File: src/rtl/add_seq_ctrl_pkg.sv
// ----------------------------------------------------------------------------
// add_seq_pkg
//   Shared definitions for the nibble-serial adder controller.
//   NIB_W      : width of one datapath slice (the 4-bit ripple adder)
//   state_t    : controller states IDLE / RUN / DONE
//   idx_width(): width of the nibble index counter, never below 1 bit
// ----------------------------------------------------------------------------
package add_seq_pkg;

   localparam int NIB_W = 4;

   typedef enum logic [1:0] {
      IDLE = 2'd0,
      RUN  = 2'd1,
      DONE = 2'd2
   } state_t;

   // $clog2(1) is 0, which would give a zero-width counter; clamp to 1 bit.
   function automatic int idx_width(input int nibbles);
      return (nibbles > 1) ? $clog2(nibbles) : 1;
   endfunction

endpackage

File: src/rtl/add_seq_ctrl_fulladder4.sv
// ----------------------------------------------------------------------------
// fullAdder4
//   4-bit ripple-carry adder used as the shared nibble datapath of
//   add_seq_ctrl. Purely combinational.
// Ports
//   a    in  4  addend A nibble
//   b    in  4  addend B nibble
//   cin  in  1  carry into bit 0
//   sum  out 4  sum nibble
//   cout out 1  carry out of bit 3
// ----------------------------------------------------------------------------
module fullAdder4 (
   input  logic [3:0] a,
   input  logic [3:0] b,
   input  logic       cin,
   output logic [3:0] sum,
   output logic       cout
);

   logic [4:0] carry;

   assign carry[0] = cin;

   generate
      for (genvar gi = 0; gi < 4; gi++) begin : g_bit
         assign sum[gi]     = a[gi] ^ b[gi] ^ carry[gi];
         assign carry[gi+1] = (a[gi] & b[gi]) | (a[gi] & carry[gi]) | (b[gi] & carry[gi]);
      end
   endgenerate

   assign cout = carry[4];

endmodule

File: src/rtl/add_seq_ctrl.sv
// ----------------------------------------------------------------------------
// add_seq_ctrl
//   Multi-cycle wide adder. On an accepted start the operands and carry-in are
//   latched, then one nibble per clock is pushed through a single fullAdder4,
//   LSB first, with the carry held in a register between nibbles. After
//   NIBBLES RUN cycles the controller enters DONE for one cycle (done pulse);
//   the result stays on sum/cout until the next accepted start.
//
// Parameters
//   NIBBLES  operand width in nibbles (1..8); W = 4*NIBBLES
//
// Ports
//   clk    in   1  clock, rising edge
//   reset  in   1  asynchronous active-high reset, clears all state
//   start  in   1  request, sampled only in IDLE or DONE
//   a      in   W  operand A, latched on accepted start
//   b      in   W  operand B, latched on accepted start
//   cin    in   1  carry into nibble 0, latched on accepted start
//   sub    in   1  subtract select (only with ADD_SEQ_SUB_EN)
//   busy   out  1  high while in RUN
//   done   out  1  one-cycle result-valid pulse
//   sum    out  W  result
//   cout   out  1  carry out of the top nibble
//
// Build option
//   ADD_SEQ_SUB_EN : adds the sub port. A latched sub=1 inverts B and forces
//                    the carry-in to 1, so sum = a - b and cout = no-borrow.
// ----------------------------------------------------------------------------
module add_seq_ctrl
   import add_seq_pkg::*;
#(
   parameter  int NIBBLES = 4,
   localparam int W       = NIB_W * NIBBLES
) (
   input  logic         clk,
   input  logic         reset,
   input  logic         start,
   input  logic [W-1:0] a,
   input  logic [W-1:0] b,
   input  logic         cin,
`ifdef ADD_SEQ_SUB_EN
   input  logic         sub,
`endif
   output logic         busy,
   output logic         done,
   output logic [W-1:0] sum,
   output logic         cout
);

   localparam int               IDX_W    = idx_width(NIBBLES);
   localparam logic [IDX_W-1:0] IDX_LAST = IDX_W'(NIBBLES - 1);

   state_t             state_q, state_d;
   logic [IDX_W-1:0]   idx_q,   idx_d;
   logic [W-1:0]       opa_q,   opa_d;
   logic [W-1:0]       opb_q,   opb_d;
   logic [W-1:0]       sum_q,   sum_d;
   logic               carry_q, carry_d;
   logic               cout_q,  cout_d;

   logic [NIB_W-1:0]   nib_a;
   logic [NIB_W-1:0]   nib_b;
   logic [NIB_W-1:0]   nib_sum;
   logic               nib_cout;

   // ------------------------------------------------------------------
   // Operand nibble selection. A compare-per-nibble mux keeps every part
   // select constant, so no index can ever point past the operand.
   // ------------------------------------------------------------------
   always_comb begin
      nib_a = '0;
      nib_b = '0;
      for (int i = 0; i < NIBBLES; i++) begin
         if (idx_q == IDX_W'(i)) begin
            nib_a = opa_q[i*NIB_W +: NIB_W];
            nib_b = opb_q[i*NIB_W +: NIB_W];
         end
      end
   end

   fullAdder4 u_nib_adder (
      .a    (nib_a),
      .b    (nib_b),
      .cin  (carry_q),
      .sum  (nib_sum),
      .cout (nib_cout)
   );

   // ------------------------------------------------------------------
   // State register
   // ------------------------------------------------------------------
   always_ff @(posedge clk or posedge reset) begin
      if (reset) begin
         state_q <= IDLE;
         idx_q   <= '0;
         opa_q   <= '0;
         opb_q   <= '0;
         sum_q   <= '0;
         carry_q <= 1'b0;
         cout_q  <= 1'b0;
      end else begin
         state_q <= state_d;
         idx_q   <= idx_d;
         opa_q   <= opa_d;
         opb_q   <= opb_d;
         sum_q   <= sum_d;
         carry_q <= carry_d;
         cout_q  <= cout_d;
      end
   end

   // ------------------------------------------------------------------
   // Next-state and datapath control
   // ------------------------------------------------------------------
   always_comb begin
      state_d = state_q;
      idx_d   = idx_q;
      opa_d   = opa_q;
      opb_d   = opb_q;
      sum_d   = sum_q;
      carry_d = carry_q;
      cout_d  = cout_q;

      case (state_q)
         RUN: begin
            // start is deliberately ignored here: no re-latch, no queueing.
            for (int i = 0; i < NIBBLES; i++) begin
               if (idx_q == IDX_W'(i)) begin
                  sum_d[i*NIB_W +: NIB_W] = nib_sum;
               end
            end
            carry_d = nib_cout;
            if (idx_q == IDX_LAST) begin
               cout_d  = nib_cout;
               idx_d   = '0;
               state_d = DONE;
            end else begin
               idx_d   = idx_q + 1'b1;
            end
         end

         default: begin
            // IDLE and DONE both accept a new request; DONE falls back to
            // IDLE otherwise so done is a single-cycle pulse.
            if (start) begin
               opa_d   = a;
`ifdef ADD_SEQ_SUB_EN
               opb_d   = sub ? ~b : b;
               carry_d = sub | cin;
`else
               opb_d   = b;
               carry_d = cin;
`endif
               idx_d   = '0;
               sum_d   = '0;
               cout_d  = 1'b0;
               state_d = RUN;
            end else begin
               state_d = IDLE;
            end
         end
      endcase
   end

   assign busy = (state_q == RUN);
   assign done = (state_q == DONE);
   assign sum  = sum_q;
   assign cout = cout_q;

endmodule

File: config.mk
export PLATFORM = sky130hd
export DESIGN_NAME = add_seq_ctrl
export DESIGN_NICKNAME = d
export VERILOG_FILES = /design/src/rtl/add_seq_ctrl_pkg.sv /design/src/rtl/add_seq_ctrl_fulladder4.sv /design/src/rtl/add_seq_ctrl.sv
export SDC_FILE = /design/constraint.sdc
export NUM_CORES = 1
export LEC_CHECK = 0
export CELL_PAD_IN_SITES_DETAIL_PLACEMENT = 0
export CELL_PAD_IN_SITES_GLOBAL_PLACEMENT = 1
export CORE_MARGIN = 5
export CORE_UTILIZATION = 44
export CTS_BUF_LIST = sky130_fd_sc_hd__clkbuf_4 sky130_fd_sc_hd__clkbuf_8 sky130_fd_sc_hd__clkbuf_16
export CTS_CLUSTER_SIZE = 12
export DETAILED_ROUTE_END_ITERATION = 12
export PLACE_DENSITY_LB_ADDON = 0.05
export SKIP_LAST_GASP = 1
export SLEW_MARGIN = 20
export SYNTH_ARGS = -nofsm -noshare
export SYNTH_HDL_FRONTEND = slang
export SYNTH_SLANG_ARGS = --single-unit
File: constraint.sdc
create_clock -name clk -period 9.9 [get_ports clk]
set_clock_uncertainty 0.2 [all_clocks]
set_input_delay 0.99 -clock clk [delete_from_list [all_inputs] [get_ports clk]]
set_output_delay 0.99 -clock clk [all_outputs]
set_load 0.01 [all_outputs]
Word-level counts from Yosys, hierarchy flattened
Cells that the tools add are included.
{ "totals": {"in_bits": 36, "wordCells": 81, "ff_bits": 54, "output_inout_bits": 19} }
{ "classes": {"mux": 25, "reduce_logical": 7, "n_eq_ne": 9, "bitwise_logic": 29, "add_sub_neg": 1} }
{ "ops": {"columns": ["op", "count"], "rows": [
  ["4-bit two-way mux", 12],
  ["16-bit two-way mux", 2],
  ["1-bit bitwise AND", 12],
  ["2-bit two-way mux", 5],
  ["2-bit AND reduction", 5],
  ["2-bit by 1-bit != test with 1-bit output, second input constant", 4],
  ["1-bit bitwise OR", 8],
  ["1-bit XOR", 8],
  ["2-bit == test, second input constant", 3],
  ["1-bit two-way mux", 6],
  ["2-bit by 1-bit == test with 1-bit output, second input constant", 2],
  ["2-bit by 1-bit adder with 2-bit output, second input constant", 1],
  ["2-bit zero test", 1],
  ["2-bit nonzero test", 1],
  ["1-bit inverter", 1]
]} }

Depth between registers and ports, before layout
{ "depth": {"word_depth": 19, "ltp_mapped": 14} }

Cells and area by module
A second synthesis with hierarchy kept.
{ "unflattened": {"hier_cells": 188, "hier_area_um2": 2637.5} }
{ "modules_own_cells": {"columns": ["module", "seq_area_each_um2", "cells_each", "area_per_inst_um2", "n_inst"], "rows": [
  ["add_seq_ctrl", 1351.3, 174, 2519.9, 1],
  ["fullAdder4", 0.0, 14, 117.6, 1]
]} }

Least setup slack after synthesis
No wires, ideal clock.
{ "synth_timing": {"path_type": "register to register", "start": "register idx_q[1]", "end": "register sum_q[11], in the netlist sum[11]", "path_stages_with_launch": 13, "setup_slack_ns": 6.568, "required_time_ns": 9.578, "synth_period_minus_slack_ns": 3.332, "arrival_ns": 3.010, "path_cell_list": "dfrtp_1 > inv_1 > ha_1 > buf_2 > a221oi_1 > a221oi_1 > fa_1 > inv_1 > fa_1 > fa_1 > inv_1 > fa_1 > a32o_1"} }
{ "synth_via": {"elab_chain_len": 17, "elab_cells_between_ends": 33, "classes_between": "eq/ne (4); mux (10); bitwise (17); reduce/logical (2)"} }
{ "synth_rtl": {"columns": ["item", "line", "text"], "rows": [
  ["start: declaration", "add_seq_ctrl.sv:54", "logic [IDX_W-1:0] idx_q, idx_d;"],
  ["start signal: assignment", "add_seq_ctrl.sv:103", "idx_q <= idx_d;"],
  ["2-bit zero test", "add_seq_ctrl.sv:74", "if (idx_q == IDX_W'(i)) begin"],
  ["4-bit two-way mux (4 in series)", "add_seq_ctrl.sv:74", null],
  ["1-bit bitwise AND", "add_seq_ctrl_fulladder4.sv:27", "assign carry[gi+1] = (a[gi] & b[gi]) | (a[gi] & carry[gi]) | (b[gi] & carry[gi]);"],
  ["1-bit bitwise OR (2 in series)", "add_seq_ctrl_fulladder4.sv:27", null],
  ["1-bit bitwise AND", "add_seq_ctrl_fulladder4.sv:27", null],
  ["1-bit bitwise OR (2 in series)", "add_seq_ctrl_fulladder4.sv:27", null],
  ["1-bit bitwise AND", "add_seq_ctrl_fulladder4.sv:27", null],
  ["1-bit bitwise OR (2 in series)", "add_seq_ctrl_fulladder4.sv:27", null],
  ["1-bit XOR", "add_seq_ctrl_fulladder4.sv:26", "assign sum[gi] = a[gi] ^ b[gi] ^ carry[gi];"],
  ["4-bit two-way mux", "add_seq_ctrl.sv:128", "if (idx_q == IDX_W'(i)) begin"],
  ["16-bit two-way mux", "add_seq_ctrl.sv:124", "case (state_q)"],
  ["end signal: assignment", "add_seq_ctrl.sv:106", "sum_q <= sum_d;"],
  ["end: declaration", "add_seq_ctrl.sv:57", "logic [W-1:0] sum_q, sum_d;"]
]} }
Several ways; a longest one is shown, not always the timed one. The select of a mux whose other input is x is not followed.
A chain may end at the register's enable or synchronous reset.

Worst setup path in the final report
{ "layout_timing": {"start": "register idx_q[0]", "end": "register sum_q[7], in the netlist sum[7]"} }
The elaborated chain is that of the path after synthesis.

==> flow_metrics.env <==
export IMPL_status="complete, no violations"
export IMPL_drt_iter0_markers=60
export IMPL_setup_tns_ps=0
export IMPL_cts_tree="yes"
export IMPL_hold_depth=1
export IMPL_drv_slew=0
export IMPL_postCtsSetupRepairBufs=0
export IMPL_worst_pin_slew_ps=889.7
export IMPL_crit_start="idx_q[0]$_DFFE_PP0P_"
export IMPL_routed_wl_um=5383
export IMPL_r2r_start="idx_q[0]$_DFFE_PP0P_"
export IMPL_synth_avg_cell_area_um2=14.57
export IMPL_reg2regPathDepth=12
export IMPL_syn_to_final_growth_pct=24.94
export IMPL_timing_max_cap_violations=0
export IMPL_min_from="sum[0]$_DFFE_PP0P_"
export IMPL_grt_pass1_wl_um=8859
export IMPL_clock_latency_ps=300
export IMPL_comb_power_share_pct=55.4
export IMPL_end_kind="flop"
export IMPL_clkPwrFrac_pct=11.8
export IMPL_cts_buffers=5
export IMPL_critPathBufInv=3
export IMPL_start_kind="flop"
export IMPL_htreeDepth=2
export IMPL_cellInternalPower_uw=726.4
export IMPL_worstSetupPathType="flop to flop"
export IMPL_syn_area_mm2=0.002594
export IMPL_grt_setup_unrepaired="no"
export IMPL_nNetsFinal=272
export IMPL_ir_drop_v=0.0001528
export IMPL_crit_reg2reg_capture="sum[7]$_DFFE_PP0P_"
export IMPL_pwr_share_seq_pct=32.9
export IMPL_syn_inst=178
export IMPL_place_gp_congestion=0.8296
export IMPL_via_count=1635
export IMPL_cts_clk_slew_worst_paths_ps=90
export IMPL_dieWidth_um=86.78
export IMPL_power_switching_share_pct=38.32
export IMPL_fin_crit_ps=3940
export IMPL_dp_cells=296
export IMPL_post_dp_hpwl_um=4099
export IMPL_slowest_stage="fa_1"
export IMPL_min_path_type="flop to flop"
export IMPL_dr_pass1_iters=4
export IMPL_initial_core_util_pct=44.60
export IMPL_synth_edf_count=0
export IMPL_hold_path_end="sum[0]$_DFFE_PP0P_"
export IMPL_io_buffer_count=54
export IMPL_vias_per_cell=5.378
export IMPL_async_flop_share_pct=100.0
export IMPL_cp_required_ps=9900
export IMPL_antenna_cells=0
export IMPL_setup_viol=0
export IMPL_max_freq_mhz=253.8
export IMPL_finalCritPeriodShare_pct=39.80
export IMPL_grt_max_degree=55
export IMPL_die_area_mm2=0.007530
export IMPL_synth_main_ff_cell="dfrtp_1"
export IMPL_drive_gt1_share_pct=20.09
export IMPL_stdcell_count=304
export IMPL_die_y_um=86.78
export IMPL_rows=28
export IMPL_slew_headroom_pct=40.62
export IMPL_syn_nets=222
export IMPL_final_fill_count=515
export IMPL_yosysWarnings=0
export IMPL_clock_sinks=54
export IMPL_max_stage_delay_ps=470
export IMPL_hold_violations=0
export IMPL_crit_path_max_fanout=11
export IMPL_ios=55
export IMPL_cts_resized_gates=0
export IMPL_remaining_drc_errors=0
export IMPL_grt_antenna_before_repair=0
export IMPL_power_density_mw_per_mm2=363.4
export IMPL_power_net_switching_uw=451.2
export IMPL_routedWlPerCell_um=17.71
export IMPL_core_area_mm2=0.005816
export IMPL_grt_pass1_vias=1788
export IMPL_cpLargestDelayFamily="adder cells"
export IMPL_yosysUniqueCellTypes=33
export IMPL_worstPathArrival_ps=3940
export IMPL_ys_ff_latch=54
export IMPL_fin_util_pct=55.72
export IMPL_grt_usage_pct=15.11
export IMPL_cts_root_buf="clkbuf_8"
export IMPL_grt_ovfl_total=0
export IMPL_hold_buffers=0
export IMPL_crit_top_cell="fa_1"
export IMPL_p_leak_uw=0.001457
export IMPL_synth_seq_area_share_pct=52.10
export IMPL_ant_nets=0
export IMPL_clockBufferDepth=2
export IMPL_rrSetupSlack_ps=5960
export IMPL_layout_common_cells="dfrtp_1 (54), clkdlybuf4s50_1 (54), mux2_4 (29), nor2_1 (9)"
export IMPL_worstPathCellList="inv_1, ha_1, or2_1, a221oi_1, a221oi_1, fa_1, inv_1, fa_1, fa_1, inv_1, fa_1, a32o_1"
Yosys cell counts (all sizes together) (3+ instances only):
cell type	instances	area [µm²]
ha	4	50.05
fa	4	80.08
mux2i	5	62.56
mux2	32	469.2
inv	9	36.29
a221oi	6	52.55
nor2b	3	18.77
a22o	7	61.31
a221o	4	40.04
dfrtp	54	1351
buf	10	95.08
a32o	8	80.08
nand2	6	38.79
nor2	9	33.78
power groups by stage:
stage          Combinational, µW  Sequential [µW]  Clock, µW
3_5_place_dp                 649              392          0
6_report                     652              387        138
5_1_grt                      705              399        150
4_1_cts                      651              388        141
3_3_place_gp                 628              391          0
2_1_floorplan                488              377          0
cell families (layout without fill, tap and decap cells):
| kind of cell | after synthesis | in the layout | share of synthesized area, % |
|---|---|---|---|
| adders and majority gates | 8 | 8 | 5.017 |
| AOI/OAI and AO/OA | 37 | 37 | 12.45 |
| muxes | 37 | 37 | 20.50 |
| buffers and inverters | 20 | 71 | 5.209 |
| DFF | 54 | 54 | 52.10 |
| and+or+nand+nor | 22 | 22 | 4.728 |
final cells by class:
type	count	area [µm²]	share of cell area [%]
well taps	75	93.84	2.896
repair buffers	54	540.5	16.68
multi-input cells	104	1107	34.17
inverters	9	37.54	1.158
flip-flops and latches	54	1351	41.70
clock buffers	8	110.1	3.398
sequential cells by signal (all words and copies together) (netlist names):
register	cells
opa_q	16
state_q	2
cout	1
carry_q	1
sum	16
opb_q	16
idx_q	2
per-layer routing:
layer  wire, µm  part of all wire, %  global-route usage [%]
met1       2306                   43                   19.56
met2       2703                   50                   25.38
met3        272                  5.1                   3.137
met4        101                  1.9                   4.816
met5          0                    0                       0
worst max-delay path by stage:
stage | endpoint | slack (ps) | cells after the start
floorplan | sum[11]$_DFFE_PP0P_ | 6570 | 12
global placement | sum[7]$_DFFE_PP0P_ | 6200 | 12
detailed placement | sum[15]$_DFFE_PP0P_ | 5970 | 12
CTS | sum[11]$_DFFE_PP0P_ | 5960 | 12
global route | sum[11]$_DFFE_PP0P_ | 5740 | 12
finish | sum[7]$_DFFE_PP0P_ | 5960 | 12
stage by stage:
stage | area [µm²] | hold slack (ps) | setup slack, ps | total power (µW)
after global routing | 3241 | 327.9 | 5743 | 1254
after global placement | 3129 | 277.6 | 6197 | 1019
after floorplan | 2594 | 273.4 | 6568 | 865.0
after detailed placement | 3129 | 280.3 | 5974 | 1041
after CTS | 3239 | 302.1 | 5962 | 1181
final | 3241 | 294.8 | 5960 | 1178
Power figures use the tool's default switching activity.
